**src/rtl/two_dncnt.sv**
```systemverilog
// -----------------------------------------------------------------------------
// two_dncnt : two-digit BCD countdown timer.
//
// This block loads a preset value from 00 to 99. It counts down one step on
// each enabled tick, using a borrow chain from the ones digit to the tens
// digit, and stops at 00. A start/pause FSM sits in front of the digit
// datapath. The out0/out1 digits drive the seven-segment path. The done
// output drives the alarm logic.
//
// Optional feature, controlled by the macro AUTO_RELOAD_EN:
//   Defined   - each load also captures its value into a reload register.
//               In RUN, the tick that would reach 00 reloads that value and
//               stays in RUN, and done pulses high for one cycle. If the
//               reload value is 00, the block behaves as in the default build.
//   Undefined - there is no reload register. Reaching 00 always enters DONE,
//               and done stays high until the next load or reset.
// -----------------------------------------------------------------------------
module two_dncnt #(
  parameter int CNT_BIT_WIDTH = 4,
  parameter int LIMIT         = 9
) (
  input  logic                     clk,
  input  logic                     rst,
  input  logic                     ld,
  input  logic [CNT_BIT_WIDTH-1:0] ld_val0,
  input  logic [CNT_BIT_WIDTH-1:0] ld_val1,
  input  logic                     start,
  input  logic                     pause,
  input  logic                     tick,
  output logic [CNT_BIT_WIDTH-1:0] out0,
  output logic [CNT_BIT_WIDTH-1:0] out1,
  output logic [1:0]               state,
  output logic                     done
);

  localparam logic [1:0] ST_IDLE  = 2'd0;
  localparam logic [1:0] ST_RUN   = 2'd1;
  localparam logic [1:0] ST_PAUSE = 2'd2;
  localparam logic [1:0] ST_DONE  = 2'd3;

  localparam logic [CNT_BIT_WIDTH-1:0] LIM_D  = CNT_BIT_WIDTH'(LIMIT);
  localparam logic [CNT_BIT_WIDTH-1:0] ZERO_D = '0;
  localparam logic [CNT_BIT_WIDTH-1:0] ONE_D  = CNT_BIT_WIDTH'(1);

  // Saturate a preset digit so no out-of-range value reaches the display.
  function automatic logic [CNT_BIT_WIDTH-1:0] clamp_digit(
    input logic [CNT_BIT_WIDTH-1:0] d
  );
    return (d > LIM_D) ? LIM_D : d;
  endfunction

  logic [CNT_BIT_WIDTH-1:0] ld_c0, ld_c1;
  logic [CNT_BIT_WIDTH-1:0] dec0, dec1;
  logic [CNT_BIT_WIDTH-1:0] cnt0_nxt, cnt1_nxt;
  logic [1:0]               state_nxt;
  logic                     done_nxt;
  logic                     cnt_zero, cnt_one;

`ifdef AUTO_RELOAD_EN
  logic [CNT_BIT_WIDTH-1:0] rld0, rld1;
  logic                     rld_zero;
`endif

  assign ld_c0    = clamp_digit(ld_val0);
  assign ld_c1    = clamp_digit(ld_val1);
  assign cnt_zero = (out1 == ZERO_D) && (out0 == ZERO_D);
  assign cnt_one  = (out1 == ZERO_D) && (out0 == ONE_D);

  // One-step decrement with the ones-to-tens borrow.
  always_comb begin
    dec0 = out0;
    dec1 = out1;
    if (out0 == ZERO_D) begin
      dec0 = LIM_D;
      dec1 = out1 - ONE_D;
    end else begin
      dec0 = out0 - ONE_D;
    end
  end

`ifdef AUTO_RELOAD_EN
  assign rld_zero = (rld1 == ZERO_D) && (rld0 == ZERO_D);
`endif

  // Control FSM and next-count selection. Priority is ld, then per-state events.
  always_comb begin
    cnt0_nxt  = out0;
    cnt1_nxt  = out1;
    state_nxt = state;
    done_nxt  = done;
    if (ld) begin
      cnt0_nxt  = ld_c0;
      cnt1_nxt  = ld_c1;
      state_nxt = ST_IDLE;
      done_nxt  = 1'b0;
    end else begin
      case (state)
        ST_IDLE: begin
          if (start && !cnt_zero) state_nxt = ST_RUN;
        end
        ST_RUN: begin
          // done is only a one-cycle pulse while running.
          done_nxt = 1'b0;
          if (pause) begin
            state_nxt = ST_PAUSE;
          end else if (tick && !cnt_zero) begin
            if (cnt_one) begin
`ifdef AUTO_RELOAD_EN
              if (!rld_zero) begin
                cnt0_nxt = rld0;
                cnt1_nxt = rld1;
                done_nxt = 1'b1;
              end else begin
                cnt0_nxt  = ZERO_D;
                cnt1_nxt  = ZERO_D;
                state_nxt = ST_DONE;
                done_nxt  = 1'b1;
              end
`else
              cnt0_nxt  = ZERO_D;
              cnt1_nxt  = ZERO_D;
              state_nxt = ST_DONE;
              done_nxt  = 1'b1;
`endif
            end else begin
              cnt0_nxt = dec0;
              cnt1_nxt = dec1;
            end
          end
        end
        ST_PAUSE: begin
          // Resume does not consume a coincident tick.
          if (start) state_nxt = ST_RUN;
        end
        default: begin
          // DONE: count and flag hold until ld or rst.
          state_nxt = ST_DONE;
        end
      endcase
    end
  end

  // State, digit and flag registers.
  always_ff @(posedge clk) begin
    if (rst) begin
      out0  <= ZERO_D;
      out1  <= ZERO_D;
      state <= ST_IDLE;
      done  <= 1'b0;
    end else begin
      out0  <= cnt0_nxt;
      out1  <= cnt1_nxt;
      state <= state_nxt;
      done  <= done_nxt;
    end
  end

`ifdef AUTO_RELOAD_EN
  // Reload register captures the clamped preset on every load.
  always_ff @(posedge clk) begin
    if (rst) begin
      rld0 <= ZERO_D;
      rld1 <= ZERO_D;
    end else if (ld) begin
      rld0 <= ld_c0;
      rld1 <= ld_c1;
    end
  end
`endif

endmodule

```
**config.mk**
```make
export PLATFORM = sky130hd
export DESIGN_NAME = two_dncnt
export DESIGN_NICKNAME = d
export VERILOG_FILES = /design/src/rtl/two_dncnt.sv
export SDC_FILE = /design/constraint.sdc
export NUM_CORES = 1
export LEC_CHECK = 0
export ABC_AREA = 1
export BUFFER_PORTS_ARGS = -buffer_cell sky130_fd_sc_hd__buf_2
export CAP_MARGIN = 10
export CORE_MARGIN = 3
export CORE_UTILIZATION = 25
export DETAILED_ROUTE_END_ITERATION = 10
export GPL_TIMING_DRIVEN = 1
export PLACE_DENSITY = 0.47
export SLEW_MARGIN = 30
export SYNTH_ARGS = -nofsm -noshare
export SYNTH_HDL_FRONTEND = slang
export SYNTH_SLANG_ARGS = --single-unit
```
**constraint.sdc**
```tcl
create_clock -name clk -period 2.5 [get_ports clk]
set_input_delay 0.25 -clock clk [delete_from_list [all_inputs] [get_ports clk]]
set_output_delay 0.25 -clock clk [all_outputs]
set_load 0.02 [all_outputs]
```
==> results of run 1 <==
## state kept, by name, summed over array words and instances, names as in the netlist
signal / cells
done: 1
out0: 4
out1: 4
state: 2
## cell usage after synthesis
cell type,number
nand2_1,28
nor2_1,24
inv_1,16
dfxtp_1,11
o21ai_0,11
nand3_1,9
a21oi_1,4
ha_1,4
nand2_4,3
nand4_1,3
nor2_2,3
nor2_4,3
inv_2,2
nand2_2,2
buf_2,1
nand3_4,1
nand3b_1,1
o31ai_1,1
xnor2_1,1
## worst max-delay path, stage by stage, from the launching register on
cell,delay (ps)
dfxtp_1,390
inv_1,110
ha_1,240
nand2_2,80
nor2_2,50
nand2_2,110
nand3_4,90
nand2_4,110
nand2_4,90
nor2_1,140
nor2_2,50
## worst paths after layout
kind / from / depth (start not counted) / slack (ps) / endpoint
setup / recovery: out0[0] / 10 / 940 / out1[3]
hold / removal: rst / 2 / 150 / out0[3]
setup reg to reg: out0[0] / 10 / 940 / out1[3]
hold reg to reg: done / 2 / 460 / done
## metal layers
metal	global-route usage, %	routed length, µm	share of wire, %	vias to the layer above
li1	-	-	-	462
met1	14.2	936	48	366
met2	16.7	888	45	20
met4	3.58	18	0.92	0
met5	0	0	0	-
met3	4.10	111	5.7	4
## cell usage in the layout, fill, tap and decap left out
cell type / synthesis / final
a21oi_1: 4 / 4
buf_2: 1 / 24
clkbuf_1: 0 / 1
clkbuf_4: 0 / 3
dfxtp_1: 11 / 11
ha_1: 4 / 4
inv_1: 16 / 16
inv_2: 2 / 2
nand2_1: 28 / 28
nand2_2: 2 / 2
nand2_4: 3 / 3
nand3_1: 9 / 9
nand3_4: 1 / 1
nand3b_1: 1 / 1
nand4_1: 3 / 3
nor2_1: 24 / 24
nor2_2: 3 / 3
nor2_4: 3 / 3
o21ai_0: 11 / 11
o31ai_1: 1 / 1
xnor2_1: 1 / 1
## cell families (layout without fill, tap and decap cells)
| kind of cell | Yosys count | after routing |
|---|---|---|
| AO/OA/AOI/OAI | 16 | 16 |
| XOR/XNOR | 1 | 1 |
| adder cells (fa/ha/maj) | 4 | 4 |
| buffers and inverters | 19 | 46 |
| flip-flops | 11 | 11 |
| AND/OR/NAND/NOR | 77 | 77 |
## stage by stage
stage,util [%],instance area (µm²)
2_1_floorplan,-,817
3_3_place_gp,32.1,987
3_5_place_dp,32.1,987
4_1_cts,32.9,1010
5_1_grt,32.9,1010
6_report,32.9,1010
## power groups by stage
stage	Clock, mW	Sequential [mW]	Combinational, mW
after floorplan	0	0.224	0.130
after CTS	0.133	0.205	0.199
after detailed placement	0	0.209	0.198
after global routing	0.140	0.207	0.228
after global placement	0	0.209	0.199
final	0.124	0.205	0.197
## area by class of cell
cell class	count	area, µm²
multi-input combinational	98	524
clock buffer	4	26.3
inverter	18	67.6
tap	44	55.1
fill	342	2060
sequential	11	220
timing repair buffer	24	120
==> results.py, run 1 <==
metrics = {
    "status": {
        "status": "finished, final reports clean",
    },
    "detailed_routing": {
        "ant_nets": 0,
        "wl_per_cell_um": 9.82,
        "drt_wl_total_um": 1960,
        "drtIter0Drc": 34,
        "first_pass_iters": 4,
        "via_per_inst": 4.28,
        "drc_errors": 0,
        "vias": 852,
    },
    "global_route": {
        "first_global_vias": 803,
        "grt_usage_pct": 11.0,
        "grt_start_max_net_pins": 10,
        "grt_pass1_wl_um": 3510,
        "antenna_found_initial": 0,
        "grt-ovfl-total": 0,
    },
    "synthesis": {
        "synthTopCellsByArea": "dfxtp_1, nand2_1, nor2_1",
        "synth_compound_area_share_pct": 10.1,
        "synth_top_family_by_area": "simple AND/OR/NAND/NOR gates",
        "yosys.area_share.simple_pct": 46.9,
        "syn_inst": 128,
        "yosys.area_share.xor_xnor_pct": 1.07,
        "synth_mux_area_share_pct": 0,
        "seq_area_frac_synth_pct": 27.0,
        "synth_top_area_share_pct": 27.0,
        "ys_types": 19,
        "ys_ff_latch": 11,
        "synth_nets": 146,
        "synth-adder-area-share_pct": 6.13,
        "syn_area_per_cell_um2": 6.38,
        "yosysTopAreaCell": "dfxtp_1",
        "ys_warn_count": 0,
        "synth.cell_area_um2": 817,
    },
    "cts": {
        "numCtsBuffers": 3,
        "post_cts_buffers": 0,
        "clk_latency_ps": 270,
        "htreeDepth": 1,
        "cts_root_buf": "clkbuf_4",
        "cts_tree": "yes",
        "clock_path_buffers": 2,
        "cts_hold_buf": 0,
        "cts.clk_slew.worst_paths_ps": 70,
        "cts.repair.resized": 0,
        "clkSinkCount": 11,
    },
    "placement": {
        "place_hpwl_um": 1580,
        "dp.cells": 195,
        "gp_congestion": 0.778,
        "port_buffers": 24,
        "place_ws_ps": 941,
    },
    "setup_path": {
        "crit_fanout": 8,
        "crit_path_start_kind": "flip-flop",
        "cp.required_ps": 2670,
        "end_kind": "flip-flop",
        "cp.arrival_ps": 1730,
        "critical_path_class": "flip-flop to flip-flop",
    },
    "sta": {
        "worst-slew-pin-transition_ps": 255,
        "setup_viol_count_final": 0,
        "timing.fmax_mhz": 641,
        "slew_headroom_pct": 83.0,
        "fin_ws_ps": 939,
        "finalMaxSlewViolations": 0,
        "finClkSkew_ps": 1.13,
        "rsz0062_at_grt": "no",
        "fin_setup_tns_ps": 0,
        "fin_crit_sh_pct": 62.4,
        "fin_crit_ps": 1560,
        "hold_ws_ps": 151,
        "finalHoldViolCount": 0,
    },
    "power": {
        "p_switching_uw": 203,
        "cellPowerDensity_nw_per_um2": 519,
        "power_uw": 526,
        "ir_worst_vdd_mv": 0.205,
        "p_leak_nw": 0.507,
        "swShare_pct": 38.5,
        "pwr-share-seq_pct": 39.0,
        "p_comb_share_pct": 37.4,
        "internal-power_uw": 324,
        "power.share.clock_pct": 23.6,
    },
    "layout": {
        "fin_cells": 199,
        "antenna_cells": 0,
        "area_growth_pct": 24.0,
        "drive_above_1_share_pct": 26.5,
        "nNetsFinal": 174,
    },
    "floorplanning": {
        "rows": 20,
        "die-width_um": 63.2,
        "die-area_um2": 3990,
        "die_y_um": 63.2,
        "io_pins": 25,
        "core_um2": 3080,
        "start_util_pct": 26.5,
    },
    "hold_path": {
        "min_path_type": "input pin to flip-flop",
    },
    "flow_run": {
        "cap_violations": 0,
    },
}
Note: power is estimated with default switching activity, not from simulation.
==> inputs of run 2 (changes only) <==
==> constraint.sdc (replaced) <==
create_clock -name clk -period 1.5 [get_ports clk]
set_input_delay 0.15 -clock clk [delete_from_list [all_inputs] [get_ports clk]]
set_output_delay 0.15 -clock clk [all_outputs]
set_load 0.02 [all_outputs]
==> run 2 against run 1 <==
Net effect: largest power group is now combinational cells; combinational power rose by 95%; total power rose by 77%; critical path type unchanged; clock skew barely moved; final area rose by 9.9%; global-route usage rose by 0.15 points.
==> results.py, run 2 (same netlist as run 1, synthesis figures left out) <==
metrics = {
    "hold_path": {
        "worstHoldStart": "rst",
        "min_path_type": "input pin to flip-flop",
    },
    "sta": {
        "timing.fmax_mhz": 722,
        "fin_setup_tns_ps": 0,
        "hold_ws_ps": 48.5,
        "fin_crit_ps": 1390,
        "setup_viol_count_final": 0,
        "worst-slew-pin-transition_ps": 268,
        "finalMaxSlewViolations": 0,
        "fin_crit_sh_pct": 92.4,
        "finClkSkew_ps": 1.42,
        "finalHoldViolCount": 0,
        "slew_headroom_pct": 82.1,
    },
    "detailed_routing": {
        "drtIter0Drc": 37,
        "first_pass_iters": 4,
        "drc_errors": 0,
        "via_per_inst": 4.40,
        "wl_per_cell_um": 9.85,
        "drt_wl_total_um": 2020,
        "vias": 901,
        "ant_nets": 0,
    },
    "power": {
        "cellPowerDensity_nw_per_um2": 838,
        "power_uw": 933,
        "ir_worst_vdd_mv": 0.369,
        "p_leak_nw": 0.538,
    },
    "layout": {
        "final_cell_mix": "nand2_1, buf_2, nor2_1, inv_1, nand3_1",
        "top_regs": "out0 (4), out1 (4), state (2)",
        "area_growth_pct": 36.3,
        "antenna_cells": 0,
        "nNetsFinal": 180,
        "final_common_cell": "nand2_1",
        "drive_above_1_share_pct": 37.3,
    },
    "setup_path": {
        "cp.required_ps": 1660,
        "cp_slowest_cell": "dfxtp_2",
        "path_cells": "inv_2 > ha_2 > nand2_1 > nor2_2 > nand2_2 > nand3_4 > nand2_8 > nand2_8 > nand2_1 > nand2_1 > nor2_2",
        "r2r_start": "out1[0]",
        "cp.arrival_ps": 1550,
        "crit_fanout": 8,
        "slowest_delay_ps": 340,
        "cpMostUsedCell": "nand2_1",
        "path_buf_inv": 1,
        "crit_path_start_kind": "flip-flop",
        "end_kind": "flip-flop",
        "critPathLaunch": "out1[0]",
        "critical_path_class": "flip-flop to flip-flop",
        "cp_top_family": "simple AND/OR/NAND/NOR gates",
    },
    "floorplanning": {
        "start_util_pct": 26.5,
        "die_y_um": 63.2,
        "rows": 20,
        "core_um2": 3080,
        "die-width_um": 63.2,
        "die-area_um2": 3990,
        "io_pins": 25,
    },
    "global_route": {
        "grt_pass1_wl_um": 3560,
        "antenna_found_initial": 0,
        "first_global_vias": 844,
        "grt_start_max_net_pins": 10,
        "grt-ovfl-total": 0,
        "grt_usage_pct": 11.1,
    },
    "cts": {
        "htreeDepth": 1,
        "cts_hold_buf": 0,
        "numCtsBuffers": 3,
        "cts_root_buf": "clkbuf_4",
        "cts.clk_slew.worst_paths_ps": 70,
        "clk_latency_ps": 270,
        "clock_path_buffers": 2,
        "clkSinkCount": 11,
        "cts_tree": "yes",
    },
    "flow_run": {
        "cap_violations": 0,
    },
    "placement": {
        "port_buffers": 24,
        "place_hpwl_um": 1670,
        "gp_congestion": 0.791,
    },
    "status": {
        "status": "finished, final reports clean",
    },
}
-- run 2: power breakdown --
group          internal, mW  leakage (nW)  switching (mW)
Sequential            0.319        0.0915          0.0284
Combinational         0.155         0.432           0.229
Clock                 0.103        0.0150          0.0995
-- run 2: metrics by stage --
| step | util [%] | std cells | area, µm² | setup slack [ps] |
|---|---|---|---|---|
| after floorplan | - | 128 | 821 | 16.2 |
| after global placement | 32.9 | 198 | 1010 | 59.4 |
| after detailed placement | 32.9 | 198 | 1010 | -7.60 |
| after CTS | 34.0 | 202 | 1050 | 24.6 |
| after global routing | 36.2 | 205 | 1110 | -0.824 |
| final | 36.2 | 205 | 1110 | 114 |
-- run 2: metal layers --
metal	wire length [µm]	GRT usage, %	part of all wire, %	vias up
li1	-	-	-	472
met1	948	13.8	47	397
met2	892	17.8	44	28
met3	139	4.10	6.9	4
met4	38	3.58	1.9	0
met5	0	0	0	-
-- run 2: worst paths after layout --
kind	to	slack [ps]	cells past startpoint
max	out1[0]	110	11
min reg2reg	done	470	2
max reg2reg	out1[0]	110	11
min	out0[3]	50	2
-- run 2: timing repair --
item | in CTS | in global routing
gates resized for setup | 2 | 16
pin swaps | 0 | 6
setup endpoints to repair | 2 | 7
setup buffers | 0 | 3
endpoints found under the hold margin | 0 | 0
-- run 2: area by class of cell --
class                           instances  area (µm²)
Multi-Input combinational cell         98         573
Fill cell                             337        1960
Clock buffer                            4        26.3
Sequential cell                        11         224
Inverter                               18        70.1
Tap cell                               44        55.1
Timing Repair Buffer                   30         165
